### config.mk
export PLATFORM = sky130hd
export DESIGN_NAME = shift_receiver
export DESIGN_NICKNAME = d
export VERILOG_FILES = /design/src/rtl/shift_rx_pkg.sv /design/src/rtl/rx_bit_counter.sv /design/src/rtl/shift_receiver.sv
export SDC_FILE = /design/constraint.sdc
export NUM_CORES = 1
export LEC_CHECK = 0
export BUFFER_PORTS_ARGS = -buffer_cell sky130_fd_sc_hd__buf_2
export CAP_MARGIN = 10
export CELL_PAD_IN_SITES_DETAIL_PLACEMENT = 1
export CELL_PAD_IN_SITES_GLOBAL_PLACEMENT = 2
export CORE_MARGIN = 1.5
export CORE_UTILIZATION = 35
export CTS_BUF_LIST = sky130_fd_sc_hd__clkbuf_8
export DETAILED_ROUTE_END_ITERATION = 12
export GPL_TIMING_DRIVEN = 0
export PLACE_DENSITY_LB_ADDON = 0.1
export SYNTH_ARGS = -nofsm -noshare
export SYNTH_HDL_FRONTEND = slang
export SYNTH_SLANG_ARGS = --single-unit
### constraint.sdc
create_clock -name CLK -period 1.44 [get_ports CLK]
set_input_delay 0.072 -clock CLK [delete_from_list [all_inputs] [get_ports CLK]]
set_output_delay 0.072 -clock CLK [all_outputs]
set_load 0.005 [all_outputs]
### src/rtl/shift_rx_pkg.sv
// Shared definitions for the serial shift receiver: receiver states,
// default word width and the idle level of the serial line.
package shift_rx_pkg;

  localparam int DATA_W_DEF = 8;

  // The line rests high; a low sample in IDLE is a start bit.
  localparam logic LINE_IDLE = 1'b1;

  typedef enum logic [1:0] {
    IDLE      = 2'd0,
    DATA      = 2'd1,
    STOP      = 2'd2,
    WAIT_HIGH = 2'd3
  } rx_state_e;

  // The counter must be able to hold DATA_W itself without wrapping.
  function automatic int cnt_width(input int data_w);
    return $clog2(data_w + 1);
  endfunction

endpackage

### src/rtl/rx_bit_counter.sv
// Data-bit counter for the shift receiver: synchronous clear, increment on
// enable, saturating at DATA_W, and a flag marking the last data bit.
module rx_bit_counter
  import shift_rx_pkg::*;
#(
  parameter int DATA_W = DATA_W_DEF,
  parameter int CNT_W  = cnt_width(DATA_W)
) (
  input  logic CLK,
  input  logic reset,
  input  logic clear,
  input  logic inc,
  output logic last
);

  logic [CNT_W-1:0] count;

  // NOTE: sequential state uses non-blocking assignments so every register
  // samples pre-edge values, regardless of block ordering.
  always_ff @(posedge CLK) begin
    if (!reset) begin
      count <= '0;
    end else if (clear) begin
      count <= '0;
    end else if (inc && (count != CNT_W'(DATA_W))) begin
      count <= count + 1'b1;
    end
  end

  // Count equals the index of the data bit the next strobe will sample.
  assign last = (count == CNT_W'(DATA_W - 1));

endmodule

### src/rtl/shift_receiver.sv
// Strobe-driven serial receiver: start bit, DATA_W data bits LSB first,
// stop bit; holds the word for a valid/ack consumer, flags overrun and framing errors.
module shift_receiver
  import shift_rx_pkg::*;
#(
  parameter int DATA_W = DATA_W_DEF
) (
  input  logic              CLK,
  input  logic              reset,
  input  logic              serial_in,
  input  logic              bit_en,
  input  logic              data_ack,
  output logic [DATA_W-1:0] data_out,
  output logic              data_valid,
  output logic              overrun,
  output logic              frame_err,
  output logic              busy
);

  rx_state_e         state;
  logic [DATA_W-1:0] shreg;
  logic              cnt_clear;
  logic              cnt_inc;
  logic              cnt_last;

  assign cnt_clear = (state == IDLE) && bit_en && (serial_in != LINE_IDLE);
  assign cnt_inc   = (state == DATA) && bit_en;

  rx_bit_counter #(
    .DATA_W (DATA_W)
  ) u_bit_counter (
    .CLK   (CLK),
    .reset (reset),
    .clear (cnt_clear),
    .inc   (cnt_inc),
    .last  (cnt_last)
  );

  // Later assignments in this block take priority: a delivery in the same
  // cycle as an acknowledge keeps data_valid set and decides overrun itself.
  always_ff @(posedge CLK) begin
    if (!reset) begin
      state      <= IDLE;
      shreg      <= '0;
      data_out   <= '0;
      data_valid <= 1'b0;
      overrun    <= 1'b0;
      frame_err  <= 1'b0;
      busy       <= 1'b0;
    end else begin
      frame_err <= 1'b0;

      if (data_ack && data_valid) begin
        data_valid <= 1'b0;
        overrun    <= 1'b0;
      end

      if (bit_en) begin
        case (state)
          IDLE: begin
            if (serial_in != LINE_IDLE) begin
              state <= DATA;
              busy  <= 1'b1;
            end
          end

          DATA: begin
            shreg <= {serial_in, shreg[DATA_W-1:1]};
            if (cnt_last) begin
              state <= STOP;
            end
          end

          STOP: begin
            if (serial_in == LINE_IDLE) begin
              data_out   <= shreg;
              data_valid <= 1'b1;
              overrun    <= data_valid && !data_ack;
              state      <= IDLE;
              busy       <= 1'b0;
            end else begin
              frame_err <= 1'b1;
              state     <= WAIT_HIGH;
            end
          end

          WAIT_HIGH: begin
            if (serial_in == LINE_IDLE) begin
              state <= IDLE;
              busy  <= 1'b0;
            end
          end

          default: begin
            state <= IDLE;
            busy  <= 1'b0;
          end
        endcase
      end
    end
  end

endmodule

==> results of run 1 <==
==> per-layer routing <==
| metal | up-vias | wire length (um) | track usage [%] |
|---|---|---|---|
| met1 | 442 | 1210 | 18.3 |
| li1 | 484 | - | - |
| met3 | 4 | 84 | 4.05 |
| met2 | 16 | 1150 | 24.2 |
| met5 | - | 0 | 0 |
| met4 | 0 | 35 | 8.07 |
==> cell type report <==
type	instances	area, um^2
clock buffers	3	41.3
inverters	6	22.5
plain buffers	9	56.3
well taps	44	55.1
repair buffers	15	80.1
flip-flops and latches	26	520
fillers	400	1740
multi-input cells	91	557
clock inverters	1	30.0
==> where the power goes <==
part | switching [mW] | internal, mW
clock | 0.236 | 0.372
sequential | 0.00511 | 0.727
combinational | 0.0568 | 0.0425
==> worst max-delay path: cells and delay by family, from the launching register on <==
family | cells | cell delay (ps)
buffers and inverters | 1 | 50
AOI/OAI and AO/OA | 2 | 570
adders and majority gates | 1 | 190
DFF | 1 | 390
==> registers in the layout, indices dropped and copies added, names as in the netlist <==
register / count
data_out: 8
shreg: 8
u_bit_counter.count: 4
state: 2
busy: 1
data_valid: 1
frame_err: 1
overrun: 1
==> placed cells by master, fill, tap and decap left out, drive strengths merged, types with 2 or more instances in the layout <==
cell / synthesis / routed
buf: 7 / 21
a21boi: 18 / 18
o41ai: 2 / 2
and3b: 2 / 2
a21oi: 6 / 6
nand2: 36 / 36
nand3b: 2 / 2
o21ai: 6 / 6
ha: 2 / 2
clkbuf: 2 / 5
dfxtp: 26 / 26
inv: 6 / 6
nand3: 5 / 5
==> stage by stage <==
| step | hold slack, ps | cell area, um^2 | instances | setup WS, ps | total power [mW] |
|---|---|---|---|---|---|
| floorplan | 171 | 1160 | 132 | 312 | 0.819 |
| global placement | 268 | 1280 | 190 | 196 | 0.844 |
| detailed placement | 273 | 1280 | 190 | 161 | 0.848 |
| CTS | 94.2 | 1360 | 195 | 137 | 1.45 |
| global route | 102 | 1360 | 195 | 59.3 | 1.49 |
| finish | 104 | 1360 | 195 | 148 | 1.44 |
==> timing repair <==
action | 4_1_cts | 5_1_grt
hold endpoints to repair | 1 | 0
setup endpoints to repair | 0 | 0
hold buffers | 1 | 0
==> worst max-delay path by stage <==
| stage | endpoint | start | slack [ps] | cells past startpoint |
|---|---|---|---|---|
| floorplan | state[1] | u_bit_counter.count[0] | 310 | 4 |
| global placement | state[1] | u_bit_counter.count[0] | 200 | 4 |
| detailed placement | state[1] | u_bit_counter.count[1] | 160 | 4 |
| CTS | state[1] | u_bit_counter.count[1] | 140 | 4 |
| global route | state[1] | u_bit_counter.count[1] | 60 | 4 |
| finish | state[1] | u_bit_counter.count[0] | 150 | 4 |
==> logic make-up (layout without fill, tap and decap cells) <==
group,count (synthesis),after routing,synth area share (%)
and+or+nand+nor,53,53,23.3
AOI/OAI and AO/OA,36,36,22.7
DFF,26,26,45.0
buffers and inverters,15,34,6.82
adders and majority gates,2,2,2.16
==> results by stage, run 1 <==
GRT:
- The first global-routing pass estimated 3980 um of wire.
- Global routing used 15.0% of the available tracks.
- The initial antenna violation count is 0.
- After global routing the overflow that remains totals 0.
- The via count of the first global-routing pass is 853.
- Entering global routing, the biggest net connects 16 pins.

Setup path:
- The worst register-to-register path has a depth of 4.
- Traced cell by cell, the critical path runs through ha_1 -> inv_1 -> o31a_1 -> o41ai_2.
- The worst setup path is launched from a register.
- The maximum single-stage delay on the critical path is 390 ps.
- The end of the worst register-to-register path is state[1].
- The biggest fanout along the worst timing path is 4.
- The critical path's slowest cell is sky130_fd_sc_hd__dfxtp_1.
- The beginning of the worst register-to-register path is u_bit_counter.count[0].
- STA classifies the critical path endpoint as a register.
- The worst register-to-register path has a setup slack of 150 ps.
- The required time of the worst setup path is 1610 ps.
- The critical path arrival is 1470 ps.
- By startpoint and endpoint, the worst setup path is classified as register to register.

Layout:
- The number of diodes added for antenna fixing is 0.
- For this run, the share of the core covered by cells in the final layout is 43.9%.
- The fraction of final layout cells with drive strength greater than 1 is 19.9%.
- The number of nets in the layout is 159.
- The area growth from synthesis to layout is 17.9%.

Hold path:
- The capture endpoint of the worst hold path is frame_err.
- In this run the most critical hold path is launched from serial_in.
- The worst hold path belongs to the class input port to register.
- The worst hold path was traced through 2 stages.

Synth:
- Ranked by total cell area, the synthesized netlist is headed by sky130_fd_sc_hd__dfxtp_1, sky130_fd_sc_hd__a21boi_0, sky130_fd_sc_hd__nand2_1.
- The warning count from the yosys run is 0.
- Yosys instantiated no cell more often than sky130_fd_sc_hd__nand2_1.
- By count the netlist is led by sky130_fd_sc_hd__nand2_1, sky130_fd_sc_hd__dfxtp_1, sky130_fd_sc_hd__a21boi_0.
- The number of synthesized flops with an enable pin is 0.
- The sequential share of the synthesized area is 45.0%.
- The post-synth net total is 139.
- After synthesis the netlist holds a flip-flop and latch count of 26.
- The cell count after synthesis came out at 132.
- In the synthesized netlist the dominant register cell turns out to be sky130_fd_sc_hd__dfxtp_1.
- The mapped netlist covers 1160 um^2.
- After synthesis, the mean cell area works out to 8.76 um^2.
- The netlist uses 29 different library cells.
- In the synthesized netlist the async set-or-reset flop fraction comes to 0%.
- The cell taking the most area after synthesis is sky130_fd_sc_hd__dfxtp_1.
- The proportion of netlist area held by the largest area contributor is 45.0%.

Routing:
- The final routed DRC violation total is 0.
- In this run, the number of DRC markers left after iteration 0 of detailed routing was 30.
- The final wirelength is 2470 um.
- After detailed routing, the number of vias per cell comes to 4.85.
- The first-pass iteration count of the detailed router is 2.
- After detailed routing, the average wire length per cell comes to 12.7 um.
- Summing over every cut layer, the via total after detailed routing is 946.
- Once detail routing completed, the nets flagged for antenna violations numbered 0.

STA:
- Summed over all failing endpoints, the final setup total negative slack is 0 ps.
- The maximum clock frequency is 774 MHz.
- In the finished design, the share of the clock period the worst path needs comes to 89.7%.
- Across the routed clock network, the largest skew measured is 3.93 ps.
- The final critical-path required period is 1290 ps.
- Setup repair after global routing left no endpoint under its margin.
- The number of hold-slack violations in the final timing report is 0.
- The final number of max-transition violations was 0.
- For the pin with the worst max-slew slack, the measured transition is 500 ps.
- The final setup violation count is 0.
- Headroom to the max-slew limit came out at 66.3%.

CTS:
- The CTS H-tree depth is 1.
- The clock-pin slew reported for the worst setup and hold paths after clock tree synthesis is 90 ps.
- The later-pin clock latency in the skew report is 270 ps.
- The post-CTS setup repair buffer count is 0.
- The CTS root buffer is sky130_fd_sc_hd__clkbuf_8.
- The clock tree from TritonCTS is yes.
- The maximum clock path buffer count is 2.
- In this run, post-CTS repair resized a total of 0 instances.
- For this design, the sink count on the clock tree is 26.
- The number of clock buffers inserted by TritonCTS is 3.

Floorplanning:
- The number of top-level design ports is 17.
- The initial core utilization is 37.3%.
- The floorplan core area is 3100 um^2.
- The initialized floorplan defines 20 standard-cell rows.
- The die is 60.5 um tall.
- The x dimension of the die is 60.5 um.
- The floorplan step defined a die boundary enclosing 3660 um^2.

Place:
- The post-detailed-placement half-perimeter wirelength is 1760 um.
- The number of port buffers is 14.
- The congestion estimate from routability-driven global placement came to 0.701.

Run:
- The max-cap check violation count is 0.

Status:
- The run finished with clean final reports.

Power:
- The largest vdd supply drop is 0.415 mV.
- In this run the static leakage power is 0.538 nW.
- The power per unit of standard cell area is 1060 nW/um^2.
Note: power is estimated with default switching activity, not from simulation.
==> run 2: changes to the inputs <==
CELL_PAD_IN_SITES_DETAIL_PLACEMENT = unset   (was 1)
CELL_PAD_IN_SITES_GLOBAL_PLACEMENT = unset   (was 2)
CORE_UTILIZATION = 57   (was 35)
PLACE_DENSITY = 0.8   (was unset)
PLACE_DENSITY_LB_ADDON = unset   (was 0.1)
SYNTH_HIERARCHICAL = 1   (was unset)
==> results by stage, run 2 <==
Status:
- The run finished with clean final reports.

CTS:
- The post-CTS setup repair buffer count is 0 (unchanged).
- The sink count of the clock tree was 26 (unchanged).
- CTS placed an instance of sky130_fd_sc_hd__clkbuf_8 at the clock tree root.
- The number of hold buffers added after CTS is 0 (-1).
- The clock-pin slew reported for the worst setup and hold paths after clock tree synthesis is 90 ps (about the same).
- The clock tree from TritonCTS is yes.
- The later-pin clock latency in the skew report was 270 ps (about the same).
- The CTS H-tree depth is 1 (unchanged).
- The maximum clock path buffer count is 2 (unchanged).
- The number of clock buffers inserted by TritonCTS is 3 (unchanged).

Synth:
- The proportion of netlist area held by the largest area contributor is 46.1% (+1.1 points).
- The post-synth net total is 124 (-11%).
- The instance count of the mapped netlist is 117 (-11%).
- The async set-reset flop share out of synthesis is 0% (unchanged).
- After synthesis, the most frequently instantiated cells are sky130_fd_sc_hd__dfxtp_1, sky130_fd_sc_hd__nand3_1, sky130_fd_sc_hd__nand2_1.
- The most used flip-flop cell after synthesis is sky130_fd_sc_hd__dfxtp_1.
- The sequential share of the synthesized area was 46.1% (+1.1 points).
- The number of synthesized flops with an enable pin is 0 (unchanged).
- The synthesis-stage register bit count was 26 (unchanged).
- The average footprint of a synthesized cell was 9.65 um^2 (+10%).
- The synthesized design spends more area on one cell type than any other, namely sky130_fd_sc_hd__dfxtp_1.
- The post-synthesis instance area is 1130 um^2 (-2.4%).
- Yosys attributes the largest share of cell area to sky130_fd_sc_hd__dfxtp_1, sky130_fd_sc_hd__nand3_1, sky130_fd_sc_hd__o21ai_2.
- The number of distinct library cells after synthesis is 37 (+28%).
- The warning count from the yosys run is 6 (+6).
- The most numerous cell in the Yosys netlist is sky130_fd_sc_hd__dfxtp_1.

STA:
- The headroom to the max-slew limit was 70.4% (+4.0 points).
- The final critical-path required period is 1370 ps (+78.5 ps).
- The final number of max-transition violations is 0 (unchanged).
- The final setup violation count is 0 (unchanged).
- The fraction of the cycle the final worst path needs is 95.2% (+5.5 points).
- The final worst-path setup slack came to 69.6 ps (-78.5 ps).
- The number of hold-slack violations in the final timing report came to 0 (unchanged).
- The clock skew after layout is 4.72 ps (+0.781 ps).
- The sum of negative setup slack is 0 ps (unchanged).
- Setup repair after global routing left no endpoint under its margin.
- The worst-margin pin slew is 445 ps (-55.1 ps).
- The maximum clock frequency is 730 MHz (-5.7%).

Layout:
- The number of diodes added for antenna fixing is 0 (unchanged).
- The combined flip-flop and latch cell area is 522 um^2 (+0.24%).
- The library cells used most frequently in the layout, excluding fill and tap cells, are sky130_fd_sc_hd__dfxtp_1, sky130_fd_sc_hd__nand3_1, sky130_fd_sc_hd__buf_2, sky130_fd_sc_hd__nand2_1, sky130_fd_sc_hd__o21ai_0.
- In the final layout, the registers with the most flip-flops are data_out (8), shreg (8), u_bit_counter/count (4).
- The most common library cell in the layout ignoring fill and taps is sky130_fd_sc_hd__dfxtp_1.
- The multi-input gate area in the final layout came to 528 um^2 (-5.2%).
- The fraction of final layout cells with drive strength greater than 1 is 29.6% (+9.8 points).
- The number of cells in the finished layout apart from fillers came to 160 (-18%).
- The filler cell count in the final layout is 141 (-65%).
- The number of nets in the layout is 143 (-10%).
- From synthesis to final layout, the design area changed by 17.2%.
- The final core utilization is 74.2% (+30 points).

Power:
- The leakage power of the design was 0.535 nW (-0.64%).
- The power per unit of standard cell area is 1070 nW/um^2 (+1.6%).
- The total power is 1.42 mW (-1.4%).
- The largest vdd supply drop is 1.08 mV (+160%).

GRT:
- The pin count of the biggest net entering global routing is 24 (+8).
- The total grt overflow was 0 (unchanged).
- The initial antenna violation count is 0 (unchanged).
- The global-route wire length before repair is 3350 um (-16%).
- The total routing resource utilization after global routing came to 21.7% (+6.7 points).
- The via count of the first global-routing pass is 754 (-12%).

Routing:
- The total vias in the final route is 880 (-7.0%).
- The number of nets with antenna violations after detailed routing is 0 (unchanged).
- The routed length per instance is 13.5 um (+6.0%).
- The first-iteration detailed-routing DRC count is 11 (-63%).
- The first-pass iteration count of the detailed router is 4 (+2).
- The final routed DRC violation total is 0 (unchanged).
- The final wirelength came to 2150 um (-13%).
- The average via count per standard cell is 5.50 (+13%).

Run:
- The max-cap check violation count is 0 (unchanged).

Setup path:
- The critical path endpoint category is a register.
- The worst reg-to-reg setup slack was 70 ps (-80 ps).
- The kind of cell with the highest combined delay along the critical path is simple AND/OR/NAND/NOR gates.
- The depth of the worst register-to-register path came to 6 (+2).
- The worst setup path is launched from a register.
- The required time of the worst setup path is 1600 ps (about the same).
- In this run the critical register-to-register path is captured at u_bit_counter/count[3].
- The maximum single-stage delay on the critical path is 320 ps (-70 ps).
- The critical path arrival came to 1530 ps (+60 ps).
- The biggest fanout along the worst timing path was 12 (+8).
- The kind of critical path is register to register.
- Traced cell by cell, the critical path runs through buf_6 -> and3b_2 -> buf_12 -> nand4_1 -> xor2_1 -> nor2_1.
- The buffering stage count on the worst path with inverters included is 2 (+1).
- For this design, the slowest cell found on the critical path is sky130_fd_sc_hd__dfxtp_1.
- In this run the critical register-to-register path is launched from state[1].

Hold path:
- The path class of the tightest hold or removal check is input port to register.
- The cell depth of the worst hold path is 3 (+1).
- The path with the worst hold slack has its endpoint at data_valid.
- The start point of the worst min-delay path is data_ack.

Floorplanning:
- The floorplan core area came to 1780 um^2 (-43%).
- The number of top-level design ports is 17 (unchanged).
- The x dimension of the die is 47.5 um (-21%).
- The y dimension of the die is 47.5 um (-21%).
- The standard-cell row count came to 15 (-25%).
- The die area is 2260 um^2 (-38%).
- The initial core utilization is 63.3% (+26 points).

Place:
- The final RePlAce weighted congestion was 0.737 (+5.1%).
- The number of port buffers is 14 (unchanged).
- The cell total after placement is 156 (-18%).
- The post-detailed-placement half-perimeter wirelength is 1380 um (-22%).
- The worst slack at placement is 56.9 ps (-104 ps).
-- run 2: cell count changes after synthesis, sizes merged, moves of 2 or more --
cell    change
a21o        +2
nand2b      +2
a21oi       -3
a21boi     -17
o21ai      +11
nand2      -22
o41ai       -2
nand3      +13
inv         -3
-- run 2: what timing repair did --
item,CTS,global route
hold endpoints to repair,0,0
endpoints found under the setup margin,1,1
pin swaps,0,0
gates resized for setup,0,4
gates cloned,0,1
-- run 2: power by group --
group | internal, mW | switching (mW) | total (mW)
clock | 0.372 | 0.233 | 0.605
sequential | 0.725 | 0.00651 | 0.732
combinational | 0.0368 | 0.0464 | 0.0831
-- run 2: kinds of logic (layout without fill, tap and decap cells) --
kind of cell    count (synthesis)  in the layout  share of synthesized area, %
mux                             1              1                         0.887
xor+xnor                        1              1                         0.776
compound gates                 28             28                          17.6
flops                          26             26                          46.1
fa+ha+maj                       2              2                          2.22
buf+inv                        12             30                          7.21
simple gates                   47             47                          25.2
-- run 2: area by class of cell --
type	count	area share, %
Clock buffer	3	3.12
Sequential cell	26	39.5
Buffer	8	4.82
Timing Repair Buffer	15	7.19
Multi-Input combinational cell	79	39.9
Inverter	3	0.851
Tap cell	25	2.37
Clock inverter	1	2.27
-- run 2: layer usage --
layer	global-route usage (%)	wire [um]	vias to the layer above
met5	0	0	-
met3	3.40	81	4
met2	36.8	1060	21
met4	10.0	21	0
met1	27.1	994	406
li1	-	-	449
-- run 2: worst max path at each step --
stage,end,cells past startpoint,slack (ps),start
after global routing,u_bit_counter/count[3],6,10,state[1]
after detailed placement,u_bit_counter/count[3],6,60,state[0]
after floorplan,u_bit_counter/count[3],7,130,state[1]
after CTS,u_bit_counter/count[3],6,60,state[1]
after global placement,u_bit_counter/count[3],7,60,state[1]
final,u_bit_counter/count[3],6,70,state[1]
-- run 2: stage by stage --
| stage | hold WS [ps] | area [um^2] |
|---|---|---|
| final | 71.6 | 1320 |
| after global routing | 83.3 | 1320 |
| after CTS | 74.1 | 1290 |
| after detailed placement | 364 | 1230 |
| after global placement | 355 | 1230 |
| after floorplan | 253 | 1130 |
-- run 2: worst register-to-register path, stage by stage (launching register included) --
cell	delay [ps]
sky130_fd_sc_hd__dfxtp_1	320
sky130_fd_sc_hd__buf_6	130
sky130_fd_sc_hd__and3b_2	300
sky130_fd_sc_hd__buf_12	140
sky130_fd_sc_hd__nand4_1	110
sky130_fd_sc_hd__xor2_1	190
sky130_fd_sc_hd__nor2_1	70
==> run 3: changes to the inputs <==
CELL_PAD_IN_SITES_DETAIL_PLACEMENT = 0   (was unset)
CELL_PAD_IN_SITES_GLOBAL_PLACEMENT = 1   (was unset)
CORE_UTILIZATION = 44   (was 57)
PLACE_DENSITY = unset   (was 0.8)
PLACE_DENSITY_LB_ADDON = 0.1   (was unset)
==> results by stage, run 3 (same netlist as run 2, synthesis figures left out) <==
Status:
- The run finished with clean final reports.

STA:
- The final critical-path required period came to 1370 ps (-4.24 ps).
- The headroom to the max-slew limit is 67.5% (-2.9 points).
- The sum of negative setup slack is 0 ps (unchanged).
- The worst-margin pin slew is 487 ps (+42.8 ps).
- The fraction of the cycle the final worst path needs is 94.9% (-0.29 points).
- The final setup violation count came to 0 (unchanged).
- Setup repair after global routing left no endpoint under its margin.
- The maximum clock frequency is 732 MHz (+0.31%).
- The clock skew after layout is 5.65 ps (+0.937 ps).
- The final worst-path setup slack is 73.9 ps (+4.24 ps).
- The final number of max-transition violations is 0 (unchanged).
- The number of hold-slack violations in the final timing report was 0 (unchanged).
- The worst hold slack after final layout was 68.6 ps (-2.96 ps).

GRT:
- The total grt overflow was 0 (unchanged).
- The pin count of the biggest net entering global routing came to 17 (-29%).
- The via count of the first global-routing pass came to 777 (+3.1%).
- The total routing resource utilization after global routing came to 17.4% (-4.4 points).
- The global-route wire length before repair is 3550 um (+5.8%).
- The initial antenna violation count is 0 (unchanged).

Place:
- The final RePlAce weighted congestion was 0.649 (-12%).
- The area after detailed placement is 1240 um^2 (+0.51%).
- The post-detailed-placement half-perimeter wirelength is 1420 um (+2.8%).
- The worst slack at placement is 21.5 ps (-35.4 ps).
- The number of port buffers is 14 (unchanged).
- The cell total after placement was 161 (+3.2%).

Hold path:
- The start point of the worst min-delay path is data_ack.
- The path class of the tightest hold or removal check is input port to register.
- The worst hold path terminates at data_valid.
- The cell depth of the worst hold path is 3 (unchanged).

Power:
- The largest vdd supply drop is 0.483 mV (-55%).
- The part of the total power dissipated in the clock network is 42.9% (+0.3 points).
- The net switching power of the design was 0.297 mW (+4.1%).
- The power per unit of standard cell area is 1070 nW/um^2 (-0.57%).
- The share of total power in sequential cells is 51.0% (-0.5 points).
- The portion of total power attributed to combinational logic is 6.1% (+0.2 points).
- The leakage power of the design is 0.552 nW (+3.2%).
- The switching power as a share of total power was 20.7% (+0.61 points).
- The internal power was 1.14 mW (+0.25%).
- The total power is 1.43 mW (+1.0%).

Setup path:
- The critical path is of the register to register type.
- The critical path startpoint category is a register.
- The critical path endpoint category is a register.
- The beginning of the worst register-to-register path is state[1].
- The critical path arrival is 1580 ps (+50 ps).
- The required time of the worst setup path was 1660 ps (+60 ps).
- The end of the worst register-to-register path is u_bit_counter/count[0].
- The slowest stage of the critical path belongs to the cell sky130_fd_sc_hd__dfxtp_1.
- The depth of the worst register-to-register path is 7 (+1).
- The biggest fanout along the worst timing path is 9 (-3).
- In this design, the critical path's most frequently occurring cell is sky130_fd_sc_hd__buf_6.
- The cell depth of the worst setup path is 7 (+1).
- The worst reg-to-reg setup slack is 70 ps (about the same).
- The family of cells with the greatest summed delay on the critical path is buffers and inverters.
- The maximum single-stage delay on the critical path is 340 ps (+20 ps).
- The signal on the critical path passes through buf_6 -> and3b_1 -> buf_6 -> buf_12 -> buf_4 -> a21o_1 -> a21oi_1.
- The buffering stage count on the worst path with inverters included is 4 (+2).
- Tracing the worst setup path back leads to its startpoint at state[1].

Floorplanning:
- The x dimension of the die came to 53.6 um (+13%).
- The standard-cell row count came to 18 (+3).
- The floorplan core area is 2450 um^2 (+38%).
- The initial core utilization is 46.0% (-17 points).
- The number of top-level design ports is 17 (unchanged).
- The die area is 2880 um^2 (+28%).
- The y dimension of the die came to 53.6 um (+13%).

Routing:
- The total vias in the final route was 889 (+1.0%).
- The number of nets with antenna violations after detailed routing is 0 (unchanged).
- The first-iteration detailed-routing DRC count is 17 (+6).
- The final routed DRC violation total came to 0 (unchanged).
- The final wirelength is 2180 um (+1.3%).
- The routed length per instance is 12.9 um (-4.1%).
- The average via count per standard cell came to 5.26 (-4.4%).
- The first-pass iteration count of the detailed router came to 4 (unchanged).

Layout:
- The number of nets in the layout came to 147 (+2.8%).
- The largest registers in the layout are data_out (8), shreg (8), u_bit_counter/count (4).
- The number of diodes added for antenna fixing came to 0 (unchanged).
- The area growth from synthesis to layout is 19.1%.
- The library cells used most frequently in the layout, excluding fill and tap cells, are sky130_fd_sc_hd__dfxtp_1, sky130_fd_sc_hd__nand3_1, sky130_fd_sc_hd__buf_2, sky130_fd_sc_hd__nand2_1, sky130_fd_sc_hd__o21ai_0.
- The number of cells in the finished layout apart from fillers was 169 (+5.6%).
- The library cell used most frequently in the layout, excluding fill and tap cells, is sky130_fd_sc_hd__dfxtp_1.
- The final instance area is 1340 um^2 (+1.6%).
- The final core utilization is 54.7% (-19 points).
- The fraction of final layout cells with drive strength greater than 1 was 30.9% (+1.3 points).

Run:
- The max-cap check violation count was 0 (unchanged).

CTS:
- The clock tree from TritonCTS is yes.
- The cell sitting at the root of the clock tree is a sky130_fd_sc_hd__clkbuf_8.
- The sink count of the clock tree came to 26 (unchanged).
- The number of clock buffers inserted by TritonCTS is 3 (unchanged).
- The clock-pin slew reported for the worst setup and hold paths after clock tree synthesis is 100 ps (about the same).
- The CTS H-tree depth was 1 (unchanged).
- The later-pin clock latency in the skew report is 270 ps (about the same).
- The maximum clock path buffer count is 2 (unchanged).
- The number of hold buffers added after CTS is 0 (unchanged).
[run 3: final cells by class]
class                   count  area (um^2)
multi-input cells          79          527
repair buffers             18          100
plain buffers               9         75.1
clock inverters             1         30.0
fillers                   238         1110
clock buffers               3         41.3
well taps                  30         37.5
inverters                   3         11.3
flip-flops and latches     26          522
[run 3: repair_timing]
item,CTS,global route
gates resized for setup,0,2
buffers inserted,0,4
setup endpoints to repair,0,1
[run 3: worst reg2reg max path, delay by kind of cell, from the launching register on]
kind            cells  cell delay (ps)
compound gates      2              240
flops               1              340
buf+inv             4              540
simple gates        1              190
[run 3: how the worst max path moves through the flow]
stage | end | slack [ps]
2_1_floorplan | u_bit_counter/count[3] | 130
3_3_place_gp | u_bit_counter/count[3] | 40
3_5_place_dp | u_bit_counter/count[3] | 20
4_1_cts | u_bit_counter/count[3] | 10
5_1_grt | u_bit_counter/count[3] | 8
6_report | u_bit_counter/count[0] | 70
[run 3: power groups by stage]
stage                     combinational [mW]  sequential (mW)  clock, mW
after floorplan                       0.0596            0.747          0
after global placement                0.0783            0.748          0
after detailed placement              0.0788            0.748          0
after CTS                             0.0788            0.731      0.627
after global routing                  0.0953            0.733      0.658
final                                 0.0872            0.732      0.615
[run 3: per-layer routing]
metal / share of wire (%) / track usage, %
met1: 53 / 23.9
met2: 42 / 25.7
met3: 2.8 / 2.50
met4: 2.3 / 10.3
met5: 0 / 0
